### src/rtl/ws2812b_stream_sequencer.sv
// Queues {colour, count, latch} commands and plays each one out as a run of
// identical pixels toward a WS2812B serializer, one pixel per ready window.
module ws2812b_stream_sequencer #(
    parameter int FIFO_DEPTH = 4
) (
    input  logic        clk,
    input  logic        rst_n,
    input  logic        cmd_valid,
    output logic        cmd_ready,
    input  logic [23:0] cmd_color,
    input  logic [5:0]  cmd_count,
    input  logic        cmd_latch,
    input  logic        flush,
    output logic [23:0] pix_data,
    output logic        pix_valid,
    output logic        pix_latch,
    input  logic        pix_ready,
    output logic        busy,
    output logic [3:0]  level,
    output logic        done
);

    localparam int AW = (FIFO_DEPTH > 1) ? $clog2(FIFO_DEPTH) : 1;
    localparam logic [3:0] DEPTH_L = 4'(FIFO_DEPTH);

    typedef struct packed {
        logic [23:0] color;
        logic [5:0]  count;
        logic        latch;
    } cmd_t;

    typedef enum logic [1:0] {
        IDLE,
        WAIT,
        ISSUE,
        HOLD
    } state_t;

    cmd_t          mem_q [FIFO_DEPTH];
    cmd_t          head;
    logic [AW-1:0] wr_ptr_q, rd_ptr_q;
    logic [3:0]    level_q, level_d;
    logic          full, empty, push, pop;

    state_t        state_q, state_d;
    logic [6:0]    rem_q, rem_d;
    logic [23:0]   data_q, data_d;
    logic          clatch_q, clatch_d;
    logic          abort_q, abort_d;

    assign full      = (level_q == DEPTH_L);
    assign empty     = (level_q == 4'd0);
    assign cmd_ready = !full && !flush;
    assign push      = cmd_valid && cmd_ready;
    assign head      = mem_q[rd_ptr_q];
    assign level_d   = level_q + {3'b000, push} - {3'b000, pop};

    assign pix_data  = data_q;
    assign level     = level_q;
    assign busy      = (state_q != IDLE) || !empty;

    always_ff @(posedge clk) begin
        if (push) begin
            mem_q[wr_ptr_q] <= '{color: cmd_color, count: cmd_count, latch: cmd_latch};
        end
    end

    always_ff @(posedge clk or negedge rst_n) begin
        if (!rst_n) begin
            wr_ptr_q <= '0;
            rd_ptr_q <= '0;
            level_q  <= '0;
        end else if (flush) begin
            wr_ptr_q <= '0;
            rd_ptr_q <= '0;
            level_q  <= '0;
        end else begin
            if (push) wr_ptr_q <= wr_ptr_q + 1'b1;
            if (pop)  rd_ptr_q <= rd_ptr_q + 1'b1;
            level_q <= level_d;
        end
    end

    // A flush seen during ISSUE still passes through HOLD, so remember it.
    assign abort_d = (state_q == ISSUE) && flush;

    always_comb begin
        state_d   = state_q;
        rem_d     = rem_q;
        data_d    = data_q;
        clatch_d  = clatch_q;
        pop       = 1'b0;
        done      = 1'b0;
        pix_valid = 1'b0;
        pix_latch = 1'b0;
        unique case (state_q)
            IDLE: begin
                if (!flush && !empty) begin
                    pop     = 1'b1;
                    state_d = WAIT;
                end
            end
            WAIT: begin
                if (flush) begin
                    state_d = IDLE;
                    rem_d   = '0;
                end else if (pix_ready) begin
                    state_d = ISSUE;
                end
            end
            ISSUE: begin
                pix_valid = 1'b1;
                pix_latch = (rem_q == 7'd1) && clatch_q;
                state_d   = HOLD;
            end
            HOLD: begin
                if (flush || abort_q) begin
                    state_d = IDLE;
                    rem_d   = '0;
                end else if (rem_q > 7'd1) begin
                    rem_d   = rem_q - 7'd1;
                    state_d = WAIT;
                end else begin
                    done  = 1'b1;
                    rem_d = '0;
                    if (!empty) begin
                        pop     = 1'b1;
                        state_d = WAIT;
                    end else begin
                        state_d = IDLE;
                    end
                end
            end
            default: state_d = IDLE;
        endcase
        if (pop) begin
            data_d   = head.color;
            rem_d    = {1'b0, head.count} + 7'd1;
            clatch_d = head.latch;
        end
    end

    always_ff @(posedge clk or negedge rst_n) begin
        if (!rst_n) begin
            state_q  <= IDLE;
            rem_q    <= '0;
            data_q   <= '0;
            clatch_q <= 1'b0;
            abort_q  <= 1'b0;
        end else begin
            state_q  <= state_d;
            rem_q    <= rem_d;
            data_q   <= data_d;
            clatch_q <= clatch_d;
            abort_q  <= abort_d;
        end
    end

endmodule

### config.mk
export PLATFORM = sky130hd
export DESIGN_NAME = ws2812b_stream_sequencer
export DESIGN_NICKNAME = d
export VERILOG_FILES = /design/src/rtl/ws2812b_stream_sequencer.sv
export SDC_FILE = /design/constraint.sdc
export NUM_CORES = 1
export LEC_CHECK = 0
export ABC_CLOCK_PERIOD_IN_PS = 3000
export BUFFER_PORTS_ARGS = -buffer_cell sky130_fd_sc_hd__buf_2
export CORE_ASPECT_RATIO = 1.5
export CORE_UTILIZATION = 40
export CTS_CLUSTER_DIAMETER = 30
export DETAILED_ROUTE_END_ITERATION = 10
export GPL_ROUTABILITY_DRIVEN = 0
export PLACE_DENSITY_LB_ADDON = 0.15
export SLEW_MARGIN = 40
export SYNTH_ARGS = -nofsm -noshare
export SYNTH_HDL_FRONTEND = slang
export SYNTH_SLANG_ARGS = --single-unit
### constraint.sdc
create_clock -name clk -period 3 [get_ports clk]
set_input_delay 0.15 -clock clk [delete_from_list [all_inputs] [get_ports clk]]
set_output_delay 0.15 -clock clk [all_outputs]
set_load 0.005 [all_outputs]
# Yosys cells after proc, flatten, opt, wreduce, memory -nomap -nowiden

Memory sizes are Yosys's and may differ from the RTL's.
Index checks and enable logic that the tools add are counted.

Order comparisons: 1
Equal/unequal tests: 8
Add/sub/neg operators: 6
Mux-type cells: 29
Reductions and logical operators: 18

Operator list:

| operator                                                       | count |
|---|---|
| 2-to-1 mux 7 bit                                               | 4 |
| 2-to-1 mux 1 bit                                               | 14 |
| 2-to-1 mux 2 bit                                               | 7 |
| case mux 7 bit (2 select lines)                                | 1 |
| case mux 2 bit (4 select lines)                                | 1 |
| adder 6 x 1 -> 7 bit (second input constant)                   | 1 |
| equality test 7 x 1 -> 1 bit (second input constant)           | 1 |
| greater-than comparator 7 x 1 -> 1 bit (second input constant) | 1 |
| subtractor 7 x 1 -> 7 bit (second input constant)              | 1 |
| != test 3 bit (second input constant)                          | 2 |
| nonzero test 2 bit                                             | 3 |
| logical AND 1 bit                                              | 5 |
| adder 2 x 1 -> 2 bit (second input constant)                   | 2 |
| adder 4 x 1 -> 4 bit                                           | 1 |
| equality test 2 bit (second input constant)                    | 2 |
| equality test 4 x 3 -> 1 bit (second input constant)           | 1 |
| zero test 4 bit                                                | 1 |
| 2-to-1 mux 4 bit                                               | 1 |
| AND reduction 2 bit                                            | 2 |
| subtractor 4 x 1 -> 4 bit                                      | 1 |
| zero test 1 bit                                                | 3 |
| nonzero test 3 bit                                             | 1 |
| equality test 2 x 1 -> 1 bit (second input constant)           | 1 |
| zero test 2 bit                                                | 1 |
| other kinds (3)                                                | 4 |

Logic and storage cells: 71
RAM bits: 124
Output and inout port bits: 33
Memories kept: 1
Register bits: 43
Input port bits: 36

Memory list:

| name  | words | bits a word | rd ports | clocked after Yosys merged registers in | wr ports | RTL line | text |
|---|---|---|---|---|---|---|---|
| mem_q | 4     | 31          | 1        | 0                                       | 1        | 39       | `cmd_t mem_q [FIFO_DEPTH];` |

# Depth between registers and ports, before layout

Depth in word-level cells: 7
Gate-level depth with buffers: 14
Gate-level depth less buffers: 12

# Least setup slack after synthesis

Ideal clock, no wire load.

Path type: reg2reg
Start: reg state_q[0]
End: reg level_q[2] (netlist: level[2])
Required time: 2.869 ns
Cell stages (with the launch flop): 13
Arrival time: 2.311 ns
Library setup time: 0.131 ns
Path slack: 0.558 ns
Period minus slack after synthesis: 2.442 ns
Buffers on the path: 2
Path through: dfrtp_1 ha_1 nor3b_1 a41o_2 nand2_2 buf_6 buf_6 nand2_1 nand2_1 ha_1 fa_1 xnor2_1 nor2_1

Word-level cells in the longest chain between the ends: 4
Elaborated cells between the ends (all ways): 5
Those cells by class: add/sub (1); eq/ne (1); mux (2); reduce/logical (1)

Ends and longest elaborated chain:

| what                                                          | RTL line | text |
|---|---|---|
| start: declaration                                            | 45       | `state_t state_q, state_d;` |
| start signal: assignment                                      | 151      | `state_q <= state_d;` |
| equality test 2 bit / zero test 2 bit (equally long branches) | 96       | `unique case (state_q)` |
| case mux 1 bit (2 select lines) *                             | 96       |  |
| subtractor 4 x 1 -> 4 bit *                                   | 56       | `assign level_d = level_q + {3'b000, push} - {3'b000, pop};` |
| 2-to-1 mux 4 bit *                                            | 73       | `end else if (flush) begin` |
| end signal: assignment                                        | 80       | `level_q <= level_d;` |
| end: declaration                                              | 42       | `logic [3:0] level_q, level_d;` |

Every way passes the cells marked *; elsewhere a longest branch is shown, timed or not.
A chain may end at the register's enable or synchronous reset.

# Worst setup path after layout

Start: reg level_q[2] (netlist: level[2])
End: reg level_q[2] (netlist: level[2])

Word-level cells in the longest chain between the ends: 7
Elaborated cells between the ends (all ways): 15
Those cells by class: add/sub (2); eq/ne (1); mux (6); reduce/logical (6)

Ends and longest elaborated chain:

| what                                                                           | RTL line | text |
|---|---|---|
| equality test 4 x 3 -> 1 bit / zero test 4 bit (equally long branches)         | 51, 52   |  |
| zero test 1 bit, or another cell as far along                                  | 53       | `assign cmd_ready = !full && !flush;` |
| logical AND 1 bit, or another cell as far along                                | 53       |  |
| logical AND 1 bit, or another cell as far along                                | 54       | `assign push = cmd_valid && cmd_ready;` |
| adder 4 x 1 -> 4 bit / case mux 1 bit (2 select lines) (equally long branches) | 56, 96   |  |
| subtractor 4 x 1 -> 4 bit *                                                    | 56       |  |
| 2-to-1 mux 4 bit *                                                             | 73       |  |

Marked as above.

==> impl_metrics.tcl <==
set metrics [dict create \
    outcome "complete, no violations" \
    post-cts-setup-buffers 0 \
    drt_iter0_markers 124 \
    cts-resized-gates 0 \
    grt_max_degree 44 \
    critical_path_depth 10 \
    cp_data_arrival_time_ns 2.74 \
    synth-edff-count 124 \
    min-delay-path-class "input port to register" \
    start_util_pct 41.4 \
    yosys_register_bits 167 \
    via_per_inst 5.09 \
    worst-slew-pin-transition_ns 0.628 \
    die-width_um 108 \
    drive_above_1_share_pct 36.0 \
    final.min_clock_period_ns 2.45 \
    synth_seq_area_share_pct 71.0 \
    drt_pre_antenna_iters 4 \
    max_cap_violations 0 \
    final_util_pct 50.5 \
    grt_antenna_before_repair 1 \
    via_count 3574 \
    ys.warnings.count 0 \
    net_count_synth 417 \
    critPathBufInv 1 \
    synth_ff_type "edfxtp_1" \
    syn_area_per_cell_um2 18.6 \
    post_place_instance_area_mm2 0.00738 \
    total_leakage_power_nw 3.10 \
    cell_area_after_layout_mm2 0.00824 \
    top_cells_by_count_synth "124 x edfxtp_1, 43 x dfrtp_1, 31 x mux4_2" \
    clk_root_buffer_cell "clkbuf_16" \
    yosysUniqueCellTypes 47 \
    maxClockFrequency_ghz 0.409 \
    gr-usage-all-layers_pct 15.8 \
    number_of_cell_rows 57 \
    drc 0 \
    instances_no_fill 702 \
    timing.critical_path.slowest_stage_cell "nor3b_1" \
    first_global_vias 3902 \
    clock-skew-final_ns 0.0111 \
    wire_per_inst_um 18.0 \
    finalHoldViolCount 0 \
    crit_end "level[2]" \
    postSynthCellCount 363 \
    globalRouteOverflowTotal 0 \
    syn_to_final_growth_pct 22.0 \
    peakVddDrop_v 0.000380 \
    setup.worst_path.class "register to register" \
    min_period_over_period_pct 81.6 \
    drt.antenna.violating_nets 0 \
    routed_wl_mm 12.6 \
    cp.required_ns 3.29 \
    family_with_the_most_delay_on_the_worst_path "simple AND/OR/NAND/NOR gates" \
    timing.reg2reg.setup_slack_ns 0.55 \
    fraction_of_post_synthesis_cell_area_in_the_top_cell_type_by_area_pct 55.1 \
    critical_path.startpoint_type "register" \
    critPathLaunch "level[2]" \
    final-max-slew-violation-count 0 \
    timing.critical_path.slowest_cell_delay_ns 0.42 \
    syn-cell-area_mm2 0.00676 \
    detailedPlacementHpwl_mm 7.92 \
    worst_skew_pair.late_latency_ns 0.42 \
    grt_setup_unrepaired "no" \
    critPathMaxFanout 5 \
    cts_max_path_buffers 2 \
    fp.dieArea_mm2 0.0174 \
    fin_setup_tns_ns 0 \
    synthDominantAreaCellType "edfxtp_1" \
    num-nets-final 536 \
    tritoncts "built" \
    reg2regPathDepth 10 \
    clock_tree.htree_level_count 4 \
    timing.rr.start "level[2]" \
    yosysMostFrequentCell "edfxtp_1" \
    tritoncts_num_sinks 167 \
    design.portCount 69 \
    power_density_mw_per_mm2 809 \
    ys_top_cells_by_area "edfxtp_1 55%, dfrtp_1 16%, mux4_2 10%" \
    timing.critical_path.to_type "register" \
    worst_slew_margin_rel_pct 58.1 \
    finalSetupViolations 0 \
    place.detailed.instances 637 \
    critical_path.cell_chain "inv_1 -> ha_1 -> nor3b_1 -> nor2_1 -> nand3_1 -> nand2_1 -> ha_1 -> fa_1 -> xnor2_1 -> nor2_1" \
    die_y_um 161 \
    path_clk_slew_ns 0.06 \
    asyncSetResetFlopFracSynth_pct 25.7 \
    design.core.area_mm2 0.0163 \
    crit-reg2reg-capture "level[2]" \
    io_buffers 68 \
    number_of_buffers_added_by_the_clock_tree_synthesis_step 17 \
    grt_pass1_wl_mm 20.1 \
]
==> cell families after synthesis <==
logic type      after synthesis  share of synthesized area (%)
flops                       167                           71.0
compound gates               26                           2.89
fa+ha+maj                    18                           3.44
simple gates                 62                           4.91
mux                          59                           15.0
xor+xnor                      8                           1.04
buf+inv                      23                           1.74
==> layer usage <==
layer / GRT usage (%) / vias to the layer above / share of wire (%)
met5: 0 / - / 0
met2: 28.2 / 61 / 55
met4: 6.48 / 0 / 1.5
met1: 18.3 / 1840 / 41
li1: - / 1660 / -
met3: 3.03 / 13 / 2.4
==> per-stage QoR <==
| stage | hold WS, ns | power, W | setup WS, ns |
|---|---|---|---|
| floorplan | -0.146 | 0.00418 | 0.558 |
| global placement | 0.361 | 0.00468 | 0.614 |
| detailed placement | 0.229 | 0.00472 | 0.514 |
| CTS | 0.0496 | 0.00675 | 0.516 |
| global route | 0.0739 | 0.00702 | 0.300 |
| finish | 0.0680 | 0.00667 | 0.553 |
==> cells in the final DEF (no fill, tap or decap), types with 3 or more instances in the layout <==
master / count
and3_2: 4
dfrtp_1: 41
buf_2: 67
nor2_1: 12
mux4_2: 31
clkbuf_16: 17
xor2_1: 5
nand2_1: 12
mux2_2: 26
o2bb2ai_1: 3
nor3b_1: 3
inv_1: 11
edfxtp_1: 124
ha_1: 17
xnor2_1: 3
nor3_1: 4
inv_6: 3
clkinvlp_4: 4
nand3_1: 11
dlygate4sd3_1: 32
buf_4: 13
nor2b_1: 3
a21o_1: 3
or3_1: 3
o21ai_0: 5
==> report_power, final <==
part           internal [W]  switching (W)
clock               0.00109       0.000900
combinational      0.000853       0.000762
sequential          0.00283       0.000232
==> sequential cells by signal (all words and copies together), names as in the netlist, named ones only <==
signal    count
mem_q       124
pix_data     24
rem_q         7
level         4
rd_ptr_q      2
wr_ptr_q      2
abort_q       1
clatch_q      1
state_q       1
==> tightest hold or removal path, stage by stage <==
cell and delay (ns):
buf_2 0.13, nand2_1 0.08, o21ai_0 0.08
==> final cells by class <==
cell class / instances / area [um2]
inverter: 11 / 41.3
timing repair buffer: 112 / 753
antenna: 1 / 2.50
fill: 1375 / 8090
clock inverter: 12 / 95.1
clock buffer: 20 / 447
multi-input combinational: 173 / 1850
tap: 206 / 258
sequential: 167 / 4800
==> how the worst min path moves through the flow <==
stage / from / endpoint / slack, ns / cells after the start
floorplan: rst_n / async pin / -0.15 / 0
global placement: cmd_color[14] / mem_q[1][21] / 0.36 / 1
detailed placement: rst_n / rem_q[4] / 0.23 / 1
CTS: cmd_valid / wr_ptr_q[0] / 0.05 / 3
global route: cmd_valid / wr_ptr_q[0] / 0.07 / 3
finish: cmd_valid / wr_ptr_q[0] / 0.07 / 3
==> timing repair <==
action                     CTS  global route
setup endpoints to repair    0             0
hold endpoints to repair   167             0
hold buffers                32             0
No activity file was read; power rests on OpenSTA's default activity.
